[config.mk]
export PLATFORM = sky130hd
export DESIGN_NAME = mem_stage
export DESIGN_NICKNAME = d
export VERILOG_FILES = /design/src/rtl/mem_stage.sv
export SDC_FILE = /design/constraint.sdc
export NUM_CORES = 1
export LEC_CHECK = 0
export CAP_MARGIN = 30
export CORE_AREA = 3 3 137 139
export CTS_CLUSTER_SIZE = 24
export DETAILED_ROUTE_END_ITERATION = 16
export DIE_AREA = 0 0 140 142
export PLACE_DENSITY_LB_ADDON = 0.12
export SYNTH_ARGS = -nofsm -noshare
export SYNTH_HDL_FRONTEND = slang
export SYNTH_SLANG_ARGS = --single-unit
[constraint.sdc]
create_clock -name clk -period 3 [get_ports clk]
set_input_delay 0.6 -clock clk [delete_from_list [all_inputs] [get_ports clk]]
set_output_delay 0.6 -clock clk [all_outputs]
set_load 0.01 [all_outputs]
[src/rtl/mem_stage.sv]
// Memory pipeline stage: word loads/stores over a req/ack port, branch redirect,
// condition-code register and write-back generation with upstream stall.
module mem_stage #(
  parameter int DATA_W  = 32,
  parameter int RD_W    = 6,
  parameter int TIMEOUT = 15
) (
  input  logic              clk,
  input  logic              rst_n,
  input  logic              ex_valid,
  input  logic [DATA_W-1:0] ex_alu_result,
  input  logic [DATA_W-1:0] ex_store_data,
  input  logic [RD_W-1:0]   ex_rd,
  input  logic              ex_branch,
  input  logic [DATA_W-1:0] ex_new_pc,
  input  logic              ex_mem_read,
  input  logic              ex_mem_write,
  input  logic              ex_set_cond,
  input  logic [1:0]        ex_cv,
  output logic              stall,
  output logic [3:0]        alu_cond,
  output logic              dmem_req,
  output logic              dmem_we,
  output logic [DATA_W-1:0] dmem_addr,
  output logic [DATA_W-1:0] dmem_wdata,
  input  logic              dmem_ack,
  input  logic [DATA_W-1:0] dmem_rdata,
  output logic              wb_valid,
  output logic              wb_we,
  output logic [RD_W-1:0]   wb_rd,
  output logic [DATA_W-1:0] wb_data,
  output logic              redirect_valid,
  output logic [DATA_W-1:0] redirect_pc,
  output logic              align_err,
  output logic              bus_err
);

  localparam int CNT_W = 8;
  localparam logic [CNT_W-1:0] TIMEOUT_C = CNT_W'(TIMEOUT);

  typedef enum logic {S_IDLE, S_WAIT} state_t;

  state_t              state_q;
  logic [CNT_W-1:0]    cnt_q, cnt_d;
  logic                req_q, we_q;
  logic [DATA_W-1:0]   addr_q, wdata_q;
  logic [RD_W-1:0]     rd_q;
  logic                wb_valid_q, wb_we_q;
  logic [RD_W-1:0]     wb_rd_q;
  logic [DATA_W-1:0]   wb_data_q;
  logic                redir_valid_q;
  logic [DATA_W-1:0]   redir_pc_q;
  logic                align_err_q, bus_err_q;
  logic [3:0]          cond_q;

  logic accept, mem_op, bad_op;

  assign stall  = (state_q != S_IDLE);
  assign accept = ex_valid && !stall;
  assign mem_op = ex_mem_read || ex_mem_write;
  assign bad_op = (ex_alu_result[1:0] != 2'b00) || (ex_mem_read && ex_mem_write);
  assign cnt_d  = cnt_q + 1'b1;

  always_ff @(posedge clk or negedge rst_n) begin
    if (!rst_n) begin
      state_q       <= S_IDLE;
      cnt_q         <= '0;
      req_q         <= 1'b0;
      we_q          <= 1'b0;
      addr_q        <= '0;
      wdata_q       <= '0;
      rd_q          <= '0;
      wb_valid_q    <= 1'b0;
      wb_we_q       <= 1'b0;
      wb_rd_q       <= '0;
      wb_data_q     <= '0;
      redir_valid_q <= 1'b0;
      redir_pc_q    <= '0;
      align_err_q   <= 1'b0;
      bus_err_q     <= 1'b0;
      cond_q        <= '0;
    end else begin
      wb_valid_q    <= 1'b0;
      redir_valid_q <= 1'b0;
      align_err_q   <= 1'b0;

      if (accept && ex_set_cond)
        cond_q <= {ex_alu_result[DATA_W-1], ex_alu_result == '0, ex_cv};

      case (state_q)
        S_IDLE: begin
          if (accept) begin
            wb_rd_q <= ex_rd;
            // A branch suppresses any memory op and never writes rd.
            if (ex_branch || !mem_op) begin
              wb_valid_q    <= 1'b1;
              wb_we_q       <= (ex_rd != '0) && !ex_branch;
              wb_data_q     <= ex_alu_result;
              redir_valid_q <= ex_branch;
              if (ex_branch)
                redir_pc_q <= ex_new_pc;
            end else if (bad_op) begin
              align_err_q <= 1'b1;
              wb_valid_q  <= 1'b1;
              wb_we_q     <= 1'b0;
              wb_data_q   <= ex_alu_result;
            end else begin
              req_q   <= 1'b1;
              we_q    <= ex_mem_write;
              addr_q  <= ex_alu_result;
              wdata_q <= ex_store_data;
              rd_q    <= ex_rd;
              cnt_q   <= '0;
              state_q <= S_WAIT;
            end
          end
        end
        S_WAIT: begin
          // Ack wins over a timeout reached in the same cycle.
          if (dmem_ack) begin
            req_q      <= 1'b0;
            we_q       <= 1'b0;
            wb_valid_q <= 1'b1;
            wb_rd_q    <= rd_q;
            wb_we_q    <= !we_q && (rd_q != '0);
            if (!we_q)
              wb_data_q <= dmem_rdata;
            state_q    <= S_IDLE;
          end else if (cnt_d == TIMEOUT_C) begin
            req_q      <= 1'b0;
            we_q       <= 1'b0;
            bus_err_q  <= 1'b1;
            wb_valid_q <= 1'b1;
            wb_we_q    <= 1'b0;
            wb_rd_q    <= rd_q;
            state_q    <= S_IDLE;
          end else begin
            cnt_q <= cnt_d;
          end
        end
        default: state_q <= S_IDLE;
      endcase
    end
  end

  assign alu_cond       = cond_q;
  assign dmem_req       = req_q;
  assign dmem_we        = we_q;
  assign dmem_addr      = addr_q;
  assign dmem_wdata     = wdata_q;
  assign wb_valid       = wb_valid_q;
  assign wb_we          = wb_we_q;
  assign wb_rd          = wb_rd_q;
  assign wb_data        = wb_data_q;
  assign redirect_valid = redir_valid_q;
  assign redirect_pc    = redir_pc_q;
  assign align_err      = align_err_q;
  assign bus_err        = bus_err_q;

endmodule

==> flow_summary.yaml, run 1 <==
drt:
  via_per_inst: 4.81
  num_vias: 5573
  post_drt_wl_per_cell_um: 17.0
  remaining_drc_errors: 0
  drt-initial-drc-count: 216
  first_pass_iters: 4
  wirelength_mm: 19.7
  drtAntennaViolNets: 0
critical_path:
  arrival_ns: 2.68
  endpoint_kind: "flop"
  crit_chain: "inv_1 > ha_1 > or4b_1 > or3_4 > o21ai_4 > buf_4 > o31ai_1 > a31o_2"
  slowest_stage: "or4b_1"
  worstSetupStartpointType: "flop"
  path_max_fanout: 11
  worstSetupPathType: "reg2reg"
  max_stage_delay_ns: 0.44
  cp.required_ns: 3.30
pwr:
  cellPowerDensity_nw_per_um2: 641
  p_comb_share_pct: 26.1
  power.internal_mw: 4.89
  peakVddDrop_mv: 0.389
  seqPwrFrac_pct: 42.0
  swShare_pct: 27.1
  clockPowerShare_pct: 31.9
  p_leak_nw: 4.59
  switchingPower_mw: 1.81
floorplanning:
  coreArea_um2: 17800
  dieWidth_um: 140
  die_y_um: 142
  initial_core_util_pct: 37.5
  num_rows: 49
  die_area_um2: 19900
  io_pins: 290
yosys:
  synth.area.top_cells: "dfrtp_1 60%, nand2_1 13%, mux2_2 6.9%"
  ys.warnings.count: 0
  yosysTopAreaCell: "dfrtp_1"
  synthFlopType: "dfrtp_1"
  syn_area_per_cell_um2: 10.6
  ys_ff_latch: 160
  netlist_area_um2: 6670
  async_reset_ff_share_pct: 100
  synthDistinctLibCells: 46
  yosysSeqAreaShare_pct: 60.1
  synth_edf_count: 0
  synth_top_area_share_pct: 60.1
  syn_nets: 774
  syn_inst: 628
sta:
  worst_pin_slew_ns: 0.663
  timing.fmax_mhz: 419
  slew_viol_final: 0
  slew_headroom_pct: 55.8
  setup_violations: 0
  grt_setup_unrepaired: "no"
  skew_ns: 0.00842
  final_hold_viol_count: 0
  tns_ns: 0
  min_period_over_period_pct: 79.6
  min_period_ns: 2.39
global_route:
  track_usage_pct: 19.8
  overflow: 0
  grt_pass1_vias: 5816
  grt_pass1_wl_mm: 31.3
  grt_antenna_before_repair: 0
  grt_max_degree: 70
cts:
  cts_resized: 0
  cts_sinks: 160
  cts-root-buf: "clkbuf_16"
  cts_buffers: 17
  cts_setup_buffers: 0
  ctsHoldBuffers: 0
  clkTransAtPathRegs_ns: 0.06
  htree_levels: 4
  cts_max_path_buffers: 2
  cts_tree: "yes"
  clkLatencyLatePin_ns: 0.41
outcome:
  status: "completed"
placed_design:
  portBuffers: 289
  hpwlAfterDp_mm: 14.6
  gp_congestion: 0.820
layout:
  nets: 1064
  drive_above_1_share_pct: 10.4
  antenna_cells: 0
  area_growth_pct: 56.8
  layout.area.seq_um2: 4010
  multi_input_area_um2: 2530
  utilization_pct: 58.8
  nFillCells: 1505
run:
  max_cap_violations: 0
min_path:
  hold_path_class: "in2async"
==> cells in the final DEF (no fill, tap or decap), drive strengths merged, types with 6 or more instances in the layout <==
cell type / n
mux2i: 33
clkdlybuf4s50: 288
nor2b: 9
clkbuf: 18
dfrtp: 160
nand2: 232
nand3: 11
clkinv: 8
o21ai: 41
mux2: 42
a211o: 6
buf: 15
o221a: 6
nor4: 9
==> state kept, by name, summed over array words and instances, names as in the netlist <==
| register | cells |
|---|---|
| wb_we | 1 |
| align_err | 1 |
| redirect_pc | 32 |
| alu_cond | 4 |
| dmem_we | 1 |
| bus_err | 1 |
| redirect_valid | 1 |
| wb_data | 32 |
| dmem_wdata | 32 |
| stall | 1 |
| rd_q | 6 |
| wb_rd | 6 |
| dmem_addr | 32 |
| cnt_q | 8 |
| wb_valid | 1 |
| dmem_req | 1 |
==> cell usage after synthesis (4+ instances only) <==
cell	count
nor4_1	9
o21ai_0	38
nand2_1	231
nand3_1	11
o221a_1	6
a211o_1	6
o31ai_1	4
buf_2	10
dfrtp_1	160
clkbuf_1	18
or4_1	4
mux2i_1	33
nor2b_1	9
mux2_2	41
==> per-stage QoR <==
step | power (mW) | setup slack (ns) | hold slack [ns] | cell area (um2) | instances
detailed placement | 4.62 | 0.407 | 0.462 | 9880 | 1128
global route | 7.04 | 0.475 | 0.231 | 10500 | 1158
floorplan | 3.43 | 0.827 | 0.304 | 6670 | 628
CTS | 6.79 | 0.616 | 0.208 | 10500 | 1158
global placement | 4.58 | 0.469 | 0.459 | 9880 | 1128
finish | 6.70 | 0.611 | 0.199 | 10500 | 1158
==> path summary, 6_finish.rpt <==
path                        startpoint         endpoint  slack (ns)  cells past startpoint
max in group asynchronous        rst_n  redirect_pc[19]        2.02                      2
setup / recovery              cnt_q[0]         cnt_q[3]        0.61                      8
hold reg to reg            wb_data[18]      wb_data[18]        0.47                      2
hold / removal                   rst_n    dmem_wdata[1]        0.20                      1
setup reg to reg              cnt_q[0]         cnt_q[3]        0.61                      8
min in group clk           wb_data[18]      wb_data[18]        0.47                      2
==> worst max-delay path: cells and delay by family (launching register included) <==
kind | cells | cell delay (ns)
adders and majority gates | 1 | 0.14
DFF | 1 | 0.42
AOI/OAI and AO/OA | 3 | 0.56
buffers and inverters | 2 | 0.31
and+or+nand+nor | 2 | 0.84
==> cell families (layout without fill, tap and decap cells) <==
group,count (synthesis),in the layout,synth area share (%)
and+or+nand+nor,285,285,18.1
DFF,160,160,60.1
muxes,75,75,12.1
AOI/OAI and AO/OA,66,66,6.48
buffers and inverters,35,336,2.27
xor gates and xnor gates,5,5,0.657
adders and majority gates,2,2,0.375
==> area by class of cell <==
cell class | instances | area share (%)
clock buffers | 18 | 4.11
clock inverters | 12 | 1.39
inverters | 3 | 0.108
multi-input cells | 433 | 24.2
flip-flops and latches | 160 | 38.3
well taps | 229 | 2.74
repair buffers | 303 | 29.2
==> power groups by stage <==
stage / combinational [mW] / clock [mW] / sequential [mW]
2_1_floorplan: 0.447 / 0 / 2.98
3_5_place_dp: 1.78 / 0 / 2.84
5_1_grt: 1.88 / 2.29 / 2.87
6_report: 1.75 / 2.14 / 2.81
3_3_place_gp: 1.75 / 0 / 2.82
4_1_cts: 1.78 / 2.19 / 2.81
==> routing by layer <==
metal | track usage [%] | routed length, um | vias up
met5 | 0 | 0 | -
met4 | 7.60 | 544 | 0
met3 | 7.06 | 1580 | 34
met2 | 33.1 | 9610 | 211
met1 | 23.7 | 7920 | 2638
li1 | - | - | 2690
Note: power is estimated with default switching activity, not from simulation.
==> run 2: changes to the inputs <==
- clock period: 3 -> 2 ns (I/O delays scaled with it)
==> run 2 against run 1 <==
Net effect: the run now ends with negative setup slack left; hold slack better by 0.27 ns; register-to-register slack worse by 0.76 ns; largest cell class unchanged; final cell count up 2.8%; critical path depth down 1.
==> flow_summary.yaml, run 2 (same netlist as run 1, synthesis figures left out) <==
outcome:
  status: "finished, violations left"
  violations: "negative setup slack"
sta:
  timing.fmax_mhz: 466
  setup_violations: 13
  fin_ws_ns: -0.146
  min_period_ns: 2.15
  slew_viol_final: 0
  final_hold_viol_count: 0
  min_period_over_period_pct: 107
  slew_headroom_pct: 66.0
  holdWs_ns: 0.465
  skew_ns: 0.00640
  grt_setup_unrepaired: "yes"
  worst_pin_slew_ns: 0.509
drt:
  drt-initial-drc-count: 185
  num_vias: 5731
  remaining_drc_errors: 0
  via_per_inst: 4.82
  wirelength_mm: 20.7
  first_pass_iters: 4
  post_drt_wl_per_cell_um: 17.4
  drtAntennaViolNets: 0
layout:
  antenna_cells: 0
  layout.area.seq_um2: 4010
  area_growth_pct: 61.2
  multi_input_area_um2: 2550
  final_common_cell: "clkdlybuf4s50_1"
  drive_above_1_share_pct: 13.6
  nets: 1094
  nFillCells: 1473
  layout_common_cells: "288 x clkdlybuf4s50_1, 230 x nand2_1, 159 x dfrtp_1"
critical_path:
  arrival_ns: 2.45
  r2r-end: "wb_we"
  worstSetupStartpointType: "flop"
  worstSetupPathType: "reg2reg"
  cp.required_ns: 2.30
  r2r_slack_ns: -0.15
  timing.rr.start: "cnt_q[0]"
  endpoint_kind: "flop"
  reg2reg_depth: 7
  path_max_fanout: 3
pwr:
  p_leak_nw: 4.74
  cellPowerDensity_nw_per_um2: 930
  power_mw: 10.0
  peakVddDrop_mv: 0.684
cts:
  cts_sinks: 160
  clkTransAtPathRegs_ns: 0.06
  htree_levels: 4
  cts_buffers: 17
  cts_tree: "yes"
  cts_max_path_buffers: 2
  cts-root-buf: "clkbuf_16"
  clkLatencyLatePin_ns: 0.42
floorplanning:
  dieWidth_um: 140
  die_area_um2: 19900
  initial_core_util_pct: 37.5
  num_rows: 49
  coreArea_um2: 17800
  io_pins: 290
  die_y_um: 142
global_route:
  track_usage_pct: 20.7
  overflow: 0
  grt_max_degree: 54
  grt_antenna_before_repair: 0
  grt_pass1_vias: 6107
  grt_pass1_wl_mm: 32.4
placed_design:
  portBuffers: 289
  hpwlAfterDp_mm: 15.5
  gp_congestion: 0.819
min_path:
  hold_path_class: "in2async"
run:
  max_cap_violations: 0
==> run 2: changes by cell type in the layout (fill, tap and decap cells not counted), moves of 2 or more <==
cell,before,now
buf_12,4,8
buf_4,10,33
buf_6,1,3
bufinv_16,3,1
clkinv_2,6,2
clkinvlp_4,1,6
inv_6,0,2
o21ai_0,38,35
o21ai_1,2,4
==> run 2: routing by layer <==
metal	vias up	routed length (um)	track usage, %
li1	2743	-	-
met1	2750	8040	24.0
met2	196	10300	35.5
met3	42	1620	7.02
met4	0	659	8.52
met5	-	0	0
==> run 2: cell type report <==
| type | instances | share of cell area (%) |
|---|---|---|
| clock buffers | 20 | 4.16 |
| clock inverters | 12 | 1.04 |
| inverters | 3 | 0.105 |
| multi-input cells | 433 | 23.7 |
| flip-flops and latches | 160 | 37.3 |
| well taps | 229 | 2.67 |
| repair buffers | 333 | 31.0 |
==> run 2: repair_timing <==
item	4_1_cts	5_1_grt
buffers inserted	2	0
hold buffers	1	0
setup endpoints to repair	16	16
hold endpoints to repair	38	0
resized for setup	4	2
pin swaps	2	1
==> run 2: worst max-delay path by stage <==
stage / cells past startpoint / slack (ns) / from / endpoint
after floorplan: 7 / -0.17 / cnt_q[0] / wb_we
after global placement: 6 / -0.27 / ex_mem_read / wb_data[24]
after detailed placement: 6 / -0.31 / ex_mem_read / wb_data[27]
after CTS: 7 / -0.19 / cnt_q[0] / wb_we
after global routing: 7 / -0.26 / cnt_q[0] / wb_we
final: 7 / -0.15 / cnt_q[0] / wb_we
==> run 2: where the power goes <==
part	switching [mW]	internal (mW)
registers	0.356	3.84
logic	1.12	1.60
clock network	1.33	1.75
==> run 2: critical path: stages, from the launching register on <==
cell     delay (ns)
dfrtp_1        0.37
inv_1          0.06
ha_1           0.14
or4b_4         0.46
or3_4          0.37
o21a_1         0.21
nor2_2         0.13
mux2_4         0.31
==> run 2: per-stage QoR <==
| stage | setup slack [ns] | instances | TNS (ns) | cell area (um2) | utilization (%) |
|---|---|---|---|---|---|
| after floorplan | -0.167 | 628 | -1.07 | 6670 | - |
| after global placement | -0.268 | 1155 | -28.67 | 10100 | 57.0 |
| after detailed placement | -0.309 | 1155 | -31.41 | 10100 | 57.0 |
| after CTS | -0.188 | 1190 | -1.17 | 10700 | 60.4 |
| after global routing | -0.263 | 1190 | -2.76 | 10700 | 60.4 |
| final | -0.146 | 1190 | -1.14 | 10700 | 60.4 |
==> run 3: changes to the inputs <==
--- a/config.mk
+++ b/config.mk
@@ -7,8 +7,10 @@
 export LEC_CHECK = 0
 export CAP_MARGIN = 30
-export CORE_AREA = 3 3 137 139
+export CELL_PAD_IN_SITES_DETAIL_PLACEMENT = 1
+export CELL_PAD_IN_SITES_GLOBAL_PLACEMENT = 1
+export CORE_AREA = 3 3 159 161
 export CTS_CLUSTER_SIZE = 24
 export DETAILED_ROUTE_END_ITERATION = 16
-export DIE_AREA = 0 0 140 142
+export DIE_AREA = 0 0 162 164
 export PLACE_DENSITY_LB_ADDON = 0.12
 export SYNTH_ARGS = -nofsm -noshare
==> constraint.sdc (replaced) <==
create_clock -name clk -period 2 [get_ports clk]
set_input_delay 0.3 -clock clk [delete_from_list [all_inputs] [get_ports clk]]
set_output_delay 0.3 -clock clk [all_outputs]
set_load 0.01 [all_outputs]
==> run 3 against run 2 <==
Net effect: the run still ends with negative setup slack left; critical path depth stayed put; clock-buffer cell count is 1 lower; highest routed layer is now met5; largest cell class unchanged; routed wire length is 11% higher; sequential cell count stayed put; non-clock buffer count is 6 higher; sequential share of layout area is 0.91 points lower; die area is 34% higher; sequential power hardly changed; hold slack worse by 0.068 ns; final cell count is 8.5% higher.
==> flow_summary.yaml, run 3 (same netlist as run 1, synthesis figures left out) <==
layout:
  multi_input_area_um2: 2610
  final_common_cell: "clkdlybuf4s50_1"
  utilization_pct: 45.7
  stdcell_count: 1291
  layout.area.seq_um2: 4010
  area_growth_pct: 65.2
  nets: 1100
  nFillCells: 2698
  antenna_cells: 0
  layout_common_cells: "288 x clkdlybuf4s50_1, 229 x nand2_1, 159 x dfrtp_1"
  final_area_um2: 11000
  drive_above_1_share_pct: 15.1
critical_path:
  reg2reg_depth: 7
  worstSetupPathType: "reg2reg"
  arrival_ns: 2.47
  path_max_fanout: 3
  endpoint_kind: "flop"
  cp.required_ns: 2.30
  worstSetupStartpointType: "flop"
pwr:
  p_leak_nw: 4.81
  peakVddDrop_mv: 0.443
  cellPowerDensity_nw_per_um2: 919
global_route:
  overflow: 0
  track_usage_pct: 17.3
  grt_antenna_before_repair: 1
  grt_max_degree: 51
  grt_pass1_wl_mm: 35.5
  grt_pass1_vias: 6153
sta:
  min_period_over_period_pct: 108
  final_hold_viol_count: 0
  worst_pin_slew_ns: 0.554
  slew_headroom_pct: 63.1
  min_period_ns: 2.17
  fin_ws_ns: -0.169
  slew_viol_final: 0
  grt_setup_unrepaired: "yes"
  holdWs_ns: 0.397
  setup_violations: 14
  timing.fmax_mhz: 461
  skew_ns: 0.0151
run:
  max_cap_violations: 0
drt:
  first_pass_iters: 4
  wirelength_mm: 22.9
  remaining_drc_errors: 0
  post_drt_wl_per_cell_um: 17.7
  drtAntennaViolNets: 0
  via_per_inst: 4.42
  drt-initial-drc-count: 162
  num_vias: 5707
floorplanning:
  dieWidth_um: 162
  die_y_um: 164
  io_pins: 290
  coreArea_um2: 24100
  initial_core_util_pct: 27.6
  num_rows: 57
  die_area_um2: 26600
outcome:
  violations: "negative setup slack"
  status: "finished, violations left"
cts:
  cts_sinks: 160
  cts_tree: "yes"
  htree_levels: 4
  clkTransAtPathRegs_ns: 0.07
  cts_buffers: 17
  clkLatencyLatePin_ns: 0.43
  cts_max_path_buffers: 2
  cts-root-buf: "clkbuf_16"
placed_design:
  dpl.cell_count: 1254
  portBuffers: 289
  gp_congestion: 0.757
  hpwlAfterDp_mm: 16.9
  postPlaceCellArea_um2: 10300
min_path:
  hold_path_class: "in2async"
-- run 3: changes by cell type in the layout (fill, tap and decap cells not counted), moves of 3 or more --
| cell | previous run | this run |
|---|---|---|
| clkinvlp_4 | 6 | 3 |
| buf_12 | 8 | 11 |
| nand3_1 | 10 | 5 |
| inv_8 | 0 | 3 |
| nand3_2 | 1 | 5 |
-- run 3: worst paths after layout --
check | start | to | slack [ns]
worst max-delay path | cnt_q[0] | wb_we | -0.17
worst min-delay path | rst_n | wb_rd[3] | 0.40
worst max register to register | cnt_q[0] | wb_we | -0.17
worst min register to register | wb_data[21] | wb_data[21] | 0.48
max in group asynchronous | rst_n | wb_data[12] | 0.93
min in group clk | ex_store_data[17] | dmem_wdata[17] | 0.40
-- run 3: cell type report --
class,count,share of cell area (%)
clock inverter,13,1.07
multi-input combinational,433,23.7
inverter,3,0.102
tap,324,3.68
sequential,160,36.4
clock buffer,19,4.02
timing repair buffer,339,31.1
-- run 3: stage by stage --
stage          power (mW)  setup slack, ns  TNS, ns
6_report             10.1           -0.169    -1.65
5_1_grt              10.7           -0.271    -3.03
4_1_cts              10.3           -0.201    -2.09
3_3_place_gp         6.99           -0.181   -16.47
2_1_floorplan        5.15           -0.167    -1.07
3_5_place_dp         7.04           -0.217   -18.56
-- run 3: repair_timing --
action,in CTS,in global routing
endpoints found under the hold margin,46,0
pin swaps,0,7
cloned,1,0
endpoints found under the setup margin,16,15
hold buffers,1,0
resized for setup,8,12
setup buffers,1,2
-- run 3: power breakdown --
group	internal (mW)	switching [mW]
Sequential	3.84	0.357
Clock	1.67	1.48
Combinational	1.62	1.15
Total	7.13	2.99
-- run 3: critical path, cell delays in order (launching register included) --
cell,delay [ns]
dfrtp_1,0.38
inv_1,0.06
ha_1,0.13
or4b_4,0.45
or3_4,0.41
o21a_1,0.20
nor2_2,0.12
mux2_4,0.31
-- run 3: per-layer routing --
layer	up-vias	track usage, %	wire length [um]
met1	2772	20.9	9440
met5	-	0	7
met4	2	4.03	219
met3	16	7.74	2000
met2	156	28.4	11200
li1	2761	-	-
